## src/rtl/npu_pkg.sv

```systemverilog
// Shared types and defaults for the NPU job scheduler slice.
package npu_pkg;

    typedef enum logic [1:0] {
        IDLE,
        START,
        COMPUTE,
        DRAIN
    } sched_state_t;

    localparam int unsigned DEF_NUM_REQ = 2;
    localparam int unsigned DEF_TIMEOUT = 64;

    function automatic int unsigned npu_width(input int unsigned n);
        return 15 + n;
    endfunction

endpackage

```

## src/rtl/npu_rr_arbiter.sv

```systemverilog
// Combinational round-robin pick; scanning starts just after last_grant.
module npu_rr_arbiter
    import npu_pkg::*;
#(
    parameter  int unsigned NUM_REQ = DEF_NUM_REQ,
    localparam int unsigned IDW     = $clog2(NUM_REQ)
) (
    input  logic [NUM_REQ-1:0] req_valid,
    input  logic [IDW-1:0]     last_grant,
    output logic [NUM_REQ-1:0] grant,
    output logic [IDW-1:0]     id,
    output logic               any_valid
);

    logic [IDW-1:0] cand;

    always_comb begin
        grant     = '0;
        id        = '0;
        any_valid = 1'b0;
        cand      = '0;
        for (int unsigned k = 1; k <= NUM_REQ; k++) begin
            cand = IDW'((32'(last_grant) + k) % NUM_REQ);
            if (!any_valid && req_valid[cand]) begin
                any_valid   = 1'b1;
                grant[cand] = 1'b1;
                id          = cand;
            end
        end
    end

endmodule

```

## src/rtl/npu_job_scheduler.sv

```systemverilog
// Job front-end for the systolic datapath: arbitrate, launch, wait for PDONE,
// then drain the result FIFO onto a tagged valid/ready stream.
module npu_job_scheduler
    import npu_pkg::*;
#(
    parameter  int unsigned N             = 2,
    parameter  int unsigned NUM_REQ       = DEF_NUM_REQ,
    parameter  int unsigned WORDS_PER_JOB = 2 * N,
    parameter  int unsigned TIMEOUT       = DEF_TIMEOUT,
    localparam int unsigned WIDTH         = npu_width(N),
    localparam int unsigned IDW           = $clog2(NUM_REQ)
) (
    input  logic               clk,
    input  logic               rst,
    input  logic [NUM_REQ-1:0] req_valid,
    output logic [NUM_REQ-1:0] req_ready,
    output logic [IDW-1:0]     grant_id,
    output logic               npu_start,
    input  logic               pdone,
    input  logic               fifo_empty,
    output logic               fifo_rd_en,
    input  logic [WIDTH-1:0]   fifo_dout,
    output logic               res_valid,
    input  logic               res_ready,
    output logic [WIDTH-1:0]   res_data,
    output logic [IDW-1:0]     res_id,
    output logic               res_last,
    output logic               busy,
    output logic               err_timeout
);

    localparam int unsigned TW = $clog2(TIMEOUT);
    localparam int unsigned CW = $clog2(WORDS_PER_JOB + 1);

    sched_state_t       state, state_nx;
    logic [IDW-1:0]     last_grant;
    logic [TW-1:0]      timer;
    logic [CW-1:0]      reads_issued;
    logic [CW-1:0]      words_captured;
    logic               rd_pending;
    logic [NUM_REQ-1:0] arb_grant;
    logic [IDW-1:0]     arb_id;
    logic               arb_any;
    logic               timer_expired;
    logic               res_fire;

    assign timer_expired = (timer == TW'(TIMEOUT - 1));
    assign res_fire      = res_valid && res_ready;
    assign busy          = (state != IDLE);

    npu_rr_arbiter #(.NUM_REQ(NUM_REQ)) u_arb (
        .req_valid (req_valid),
        .last_grant(last_grant),
        .grant     (arb_grant),
        .id        (arb_id),
        .any_valid (arb_any)
    );

    always_ff @(posedge clk or negedge rst) begin
        if (!rst) state <= IDLE;
        else      state <= state_nx;
    end

    always_comb begin
        state_nx   = state;
        req_ready  = '0;
        npu_start  = 1'b0;
        fifo_rd_en = 1'b0;
        case (state)
            IDLE: begin
                req_ready = arb_grant;
                if (arb_any) state_nx = START;
            end
            START: begin
                npu_start = 1'b1;
                state_nx  = COMPUTE;
            end
            COMPUTE: begin
                if (pdone)              state_nx = DRAIN;
                else if (timer_expired) state_nx = IDLE;
            end
            DRAIN: begin
                // Only one word in flight: read, capture, hand over, then read again.
                fifo_rd_en = !fifo_empty && !rd_pending && !res_valid &&
                             (reads_issued < CW'(WORDS_PER_JOB));
                if (res_fire && res_last) state_nx = IDLE;
            end
            default: state_nx = IDLE;
        endcase
    end

    always_ff @(posedge clk or negedge rst) begin
        if (!rst) begin
            last_grant     <= IDW'(NUM_REQ - 1);
            grant_id       <= '0;
            err_timeout    <= 1'b0;
            timer          <= '0;
            reads_issued   <= '0;
            words_captured <= '0;
            rd_pending     <= 1'b0;
            res_valid      <= 1'b0;
            res_data       <= '0;
            res_id         <= '0;
            res_last       <= 1'b0;
        end else begin
            case (state)
                IDLE: begin
                    if (arb_any) begin
                        grant_id    <= arb_id;
                        last_grant  <= arb_id;
                        err_timeout <= 1'b0;
                    end
                end
                START: timer <= '0;
                COMPUTE: begin
                    if (pdone) begin
                        reads_issued   <= '0;
                        words_captured <= '0;
                        rd_pending     <= 1'b0;
                    end else if (timer_expired) begin
                        err_timeout <= 1'b1;
                    end else begin
                        timer <= timer + 1'b1;
                    end
                end
                DRAIN: begin
                    rd_pending <= fifo_rd_en;
                    if (fifo_rd_en) reads_issued <= reads_issued + 1'b1;
                    if (rd_pending) begin
                        res_data       <= fifo_dout;
                        res_valid      <= 1'b1;
                        res_id         <= grant_id;
                        res_last       <= (words_captured == CW'(WORDS_PER_JOB - 1));
                        words_captured <= words_captured + 1'b1;
                    end else if (res_fire) begin
                        res_valid <= 1'b0;
                    end
                end
                default: ;
            endcase
        end
    end

endmodule
```

## config.mk

```make
export PLATFORM = sky130hd
export DESIGN_NAME = npu_job_scheduler
export DESIGN_NICKNAME = d
export VERILOG_FILES = /design/src/rtl/npu_pkg.sv /design/src/rtl/npu_rr_arbiter.sv /design/src/rtl/npu_job_scheduler.sv
export SDC_FILE = /design/constraint.sdc
export NUM_CORES = 1
export LEC_CHECK = 0
export CORE_MARGIN = 5
export CORE_UTILIZATION = 35
export DETAILED_ROUTE_END_ITERATION = 12
export GPL_ROUTABILITY_DRIVEN = 0
export GPL_TIMING_DRIVEN = 0
export PLACE_DENSITY = 0.73
export SKIP_CTS_REPAIR_TIMING = 1
export SLEW_MARGIN = 5
export SYNTH_ARGS = -nofsm -noshare
export SYNTH_HDL_FRONTEND = slang
export SYNTH_SLANG_ARGS = --single-unit
```

## constraint.sdc

```tcl
create_clock -name clk -period 3.06 [get_ports clk]
set_input_delay 0.765 -clock clk [delete_from_list [all_inputs] [get_ports clk]]
set_output_delay 0.765 -clock clk [all_outputs]
set_load 0.05 [all_outputs]
```

* Yosys cells after proc, flatten, opt, wreduce, memory -nomap -nowiden
Cells that the tools add are included.
Word-level totals: flip-flop bits (word level) 38, input port bits 24, output and inout bits 27
Cells by class: add/sub/neg operators 5, order comparisons 5, equality and inequality tests 14, multiplexer cells 38, bitwise gates (word level) 1, reductions and logical operators 27
Operators by type and width (count):
- 1-bit 2-to-1 mux | 18
- 2-bit inequality test (second input constant) | 8
- 2-bit 2-to-1 mux | 7
- 6-bit 2-to-1 mux | 2
- 3-bit one-hot mux with 2 select lines | 2
- 6-bit one-hot mux with 2 select lines | 1
- 3-bit AND reduction | 4
- 2-bit nonzero test | 5
- 3-bit 2-to-1 mux | 3
- 1-bit logical AND | 8
- 2-bit one-hot mux with 4 select lines | 1
- 2-bit AND reduction | 4
- 3-bit by 1-bit adder with 3-bit output (second input constant) | 2
- 6-bit by 1-bit adder with 6-bit output (second input constant) | 1
- 6-bit == test (second input constant) | 1
- 2-bit == test (second input constant) | 2
- 1-bit zero test | 4
- 1-bit by 2-bit less-than comparator with 1-bit output (second input constant) | 2
- 1-bit one-hot mux with 2 select lines | 2
- 4-bit AND reduction | 1
- 3-bit by 2-bit == test with 1-bit output (second input constant) | 1
- 3-bit less-than comparator (second input constant) | 1
- 3-bit inequality test (second input constant) | 1
- 1-bit adder (second input constant) | 2
- 5 further kinds | 7

* Longest topological paths before layout
depth after elaboration 9, mapped depth 5, gate-level depth less buffers 4

* Modules after synthesis
A second synthesis with hierarchy kept.
Second synthesis, totals: cells, all modules 152, area, all modules 1765.4 sq um
By module, submodules not included:
- npu_job_scheduler | times used 1, cells each 147, area each 1732.9 sq um
- npu_rr_arbiter | times used 1, cells each 5, area each 32.5 sq um

* Worst setup path after synthesis
OpenSTA, ideal clock, no wires.
path type input port to output port, start point in fifo_empty, end point out fifo_rd_en, arrival time 1693 ps, slack 602 ps, cell stages on the path 3, path buffers 0, cells stage by stage nor4_1 nand3_1 inv_1
Between the ends: word-level cells in the longest chain between the ends 5
Ends and longest elaborated chain:
- start: declaration | RTL line npu_job_scheduler.sv:20 | input logic fifo_empty,
- 1-bit zero test | RTL line npu_job_scheduler.sv:84 | fifo_rd_en = !fifo_empty && !rd_pending && !res_valid &&
- 1-bit logical AND (3 in a row) | RTL line npu_job_scheduler.sv:84
- 1-bit 2-to-1 mux | RTL line npu_job_scheduler.sv:69 | case (state)
- end: declaration | RTL line npu_job_scheduler.sv:21 | output logic fifo_rd_en,
No other way between the ends.

* Worst setup path in the final report
Same ends and word-level chain as after synthesis.

==> run_results.csv <==
group,metric,value,unit
clocking,clock_sinks,38,
worst_setup_path,crit_type,"primary input to primary output",
yosys,synth_edf_count,0,
detailed_routing,wl_met2,1.80,mm
global_route,grt_antenna_before_repair,0,
worst_setup_path,worstPathRequired,2.29,ns
detailed_routing,drc,0,
global_route,track_usage,12.4,%
worst_setup_path,r2r-end,"timer[5]",
sta,maxSlewViolCount,0,
detailed_routing,viasPerCell,4.86,
detailed_routing,drt_iter0_markers,58,
detailed_routing,wl_met1,1.51,mm
die,initial_utilization,36.5,%
yosys,synthTopCellsByCount,"37 x dfrtp_1, 13 x mux2_2, 13 x nand2_1",
clocking,cts_buffers,5,
global_route,grt_pass1_vias,1396,
place,portBuffers,50,
cells_and_area,drive_above_1_share,14.4,%
worst_setup_path,setup.worst_path.start_class,"primary input",
yosys,ys_ff_latch,38,
global_route,grt_pass1_wl,6.19,mm
worst_setup_path,r2r_setup_slack,1.52,ns
yosys,ys_types,39,
sta,fin_skew,0.00835,ns
worst_setup_path,r2r_start,"state[0]",
clocking,h-tree-depth,2,
sta,min_period_over_period,94.3,%
sta,max_freq,0.346,GHz
cells_and_area,nFillCells,448,
detailed_routing,wirelength,3.62,mm
die,dieArea,6500,um^2
place,dpl.hpwl,2.67,mm
power_and_ir_drop,power.density,1060,nW/um^2
min_path,hp-class,"primary input to async pin",
die,die_h,80.6,um
worst_setup_path,ff2ff_path_depth,4,
cells_and_area,n_antenna_cell,0,
power_and_ir_drop,p_leak,1.11,nW
yosys,synth-warning-count,0,
sta,hold_slack,0.440,ns
yosys,yosysTopAreaCellShare,53.0,%
yosys,synthTopCellsByArea,"dfrtp_1 53%, mux2_2 8.4%, mux2_1 3.9%",
die,core,4790,um^2
detailed_routing,via_count,1336,
yosys,syn_area,1750,um^2
worst_setup_path,cp-startpoint,"fifo_empty",
clocking,clkLatencyLatePin,0.28,ns
detailed_routing,dr_wl_met3,246,um
yosys,syn_inst,149,
die,dieWidth,80.6,um
place,pre_cts_slack,-0.470,ns
cells_and_area,nets,235,
yosys,synthArstFlopShare,100,%
clocking,clkSlewWorstSetupHoldPaths,0.07,ns
die,io_pins,51,
sta,period_needed,2.89,ns
detailed_routing,dr.pass1.iters,4,
detailed_routing,ant_nets,0,
sta,slew_headroom,65.4,%
sta,finalHoldViolations,0,
cells_and_area,area_growth,39.9,%
flow_run,cap_violations,0,
power_and_ir_drop,peakVddDrop,0.444,mV
sta,rsz0062_at_grt,"false",
yosys,synth.most_common_cell,"dfrtp_1",
detailed_routing,wire_per_inst,13.2,um
detailed_routing,dr.max_layer_used,"met4",
global_route,grt_overflow,0,
sta,worstMarginPinSlew,0.517,ns
die,rows,25,
yosys,syn_nets,177,
sta,finalWorstSetupSlack,0.173,ns
outcome,status,"complete, no violations",
yosys,syn_area_per_cell,11.7,um^2
global_route,grt_start_max_net_pins,21,
clocking,tritoncts,"built",
sta,setup_viol,0,
worst_setup_path,worst-endpoint-arrival,2.12,ns
yosys,synth_top_area_cell,"dfrtp_1",
yosys,yosys_most_used_dff,"dfrtp_1",
yosys,yosysSeqAreaShare,54.6,%
clocking,clock_path_buffers,2,
worst_setup_path,endpoint_kind,"primary output",
worst_setup_path,crit_path_max_fanout,3,
clocking,root_buffer,"clkbuf_8",
## layer usage
layer  up-vias  track usage, %
li1        649               -
met4         0            5.57
met1       643            14.2
met5         -               0
met2        38            21.4
met3         6            3.70
## cell families (layout without fill, tap and decap cells)
kind of cell	count (synthesis)	count (layout)	share of synthesized area, %
compound gates	31	31	11.9
flops	38	38	54.6
buf+inv	15	74	4.01
mux	24	24	15.1
simple gates	37	37	11.5
fa+ha+maj	4	4	2.87
## area by class of cell
cell class,count,area (um^2),area share [%]
sequential,38,952,39.0
multi-input combinational,96,729,29.9
timing repair buffer,51,526,21.5
tap,67,83.8,3.43
clock buffer,8,80.1,3.28
buffer,7,40.0,1.64
inverter,8,30.0,1.23
## worst max-delay path, cell delays in order
cell	delay, ns
clkdlybuf4s50_1	0.42
nor4_2	0.38
nand3_1	0.19
inv_1	0.13
clkbuf_4	0.24
## worst max path at each step
| stage | to | slack [ns] | cells past startpoint |
|---|---|---|---|
| detailed placement | fifo_rd_en | -0.47 | 5 |
| floorplan | fifo_rd_en | 0.60 | 3 |
| global route | fifo_rd_en | 0.03 | 5 |
| finish | fifo_rd_en | 0.17 | 5 |
| CTS | fifo_rd_en | -0.49 | 5 |
| global placement | fifo_rd_en | -0.51 | 5 |
## layout by cell type (no fill, tap or decap), drive strengths merged, types with 3 or more instances in the layout
cell type | Yosys | routed
mux2 | 19 | 19
mux2i | 5 | 5
a21oi | 8 | 8
inv | 8 | 8
ha | 4 | 4
nor2b | 3 | 3
nand2b | 4 | 4
dfrtp | 37 | 37
o21ai | 5 | 5
clkbuf | 3 | 12
nand3 | 7 | 7
clkdlybuf4s50 | 0 | 46
buf | 4 | 6
nand2 | 13 | 13
## sequential cells by signal (all words and copies together) (netlist names)
| name | cells |
|---|---|
| res_last | 1 |
| last_grant | 1 |
| res_id | 1 |
| err_timeout | 1 |
| res_valid | 1 |
| state | 2 |
| rd_pending | 1 |
| timer | 6 |
| grant_id | 1 |
| res_data | 17 |
| reads_issued | 3 |
| words_captured | 3 |
## report_power, final
group	internal, mW	switching (mW)
clock	0.162	0.158
combinational	0.571	0.841
sequential	0.722	0.135
## per-stage QoR
step	setup TNS [ns]	power, mW	std cells	utilization [%]	cell area, um^2
after floorplan	0	1.84	149	-	1750
after global placement	-0.539	2.26	266	48.7	2330
after detailed placement	-0.508	2.29	267	49.2	2350
after CTS	-0.530	2.63	275	50.8	2430
after global routing	0	2.78	275	51.0	2440
final	0	2.59	275	51.0	2440
No activity file was read; power rests on OpenSTA's default activity.
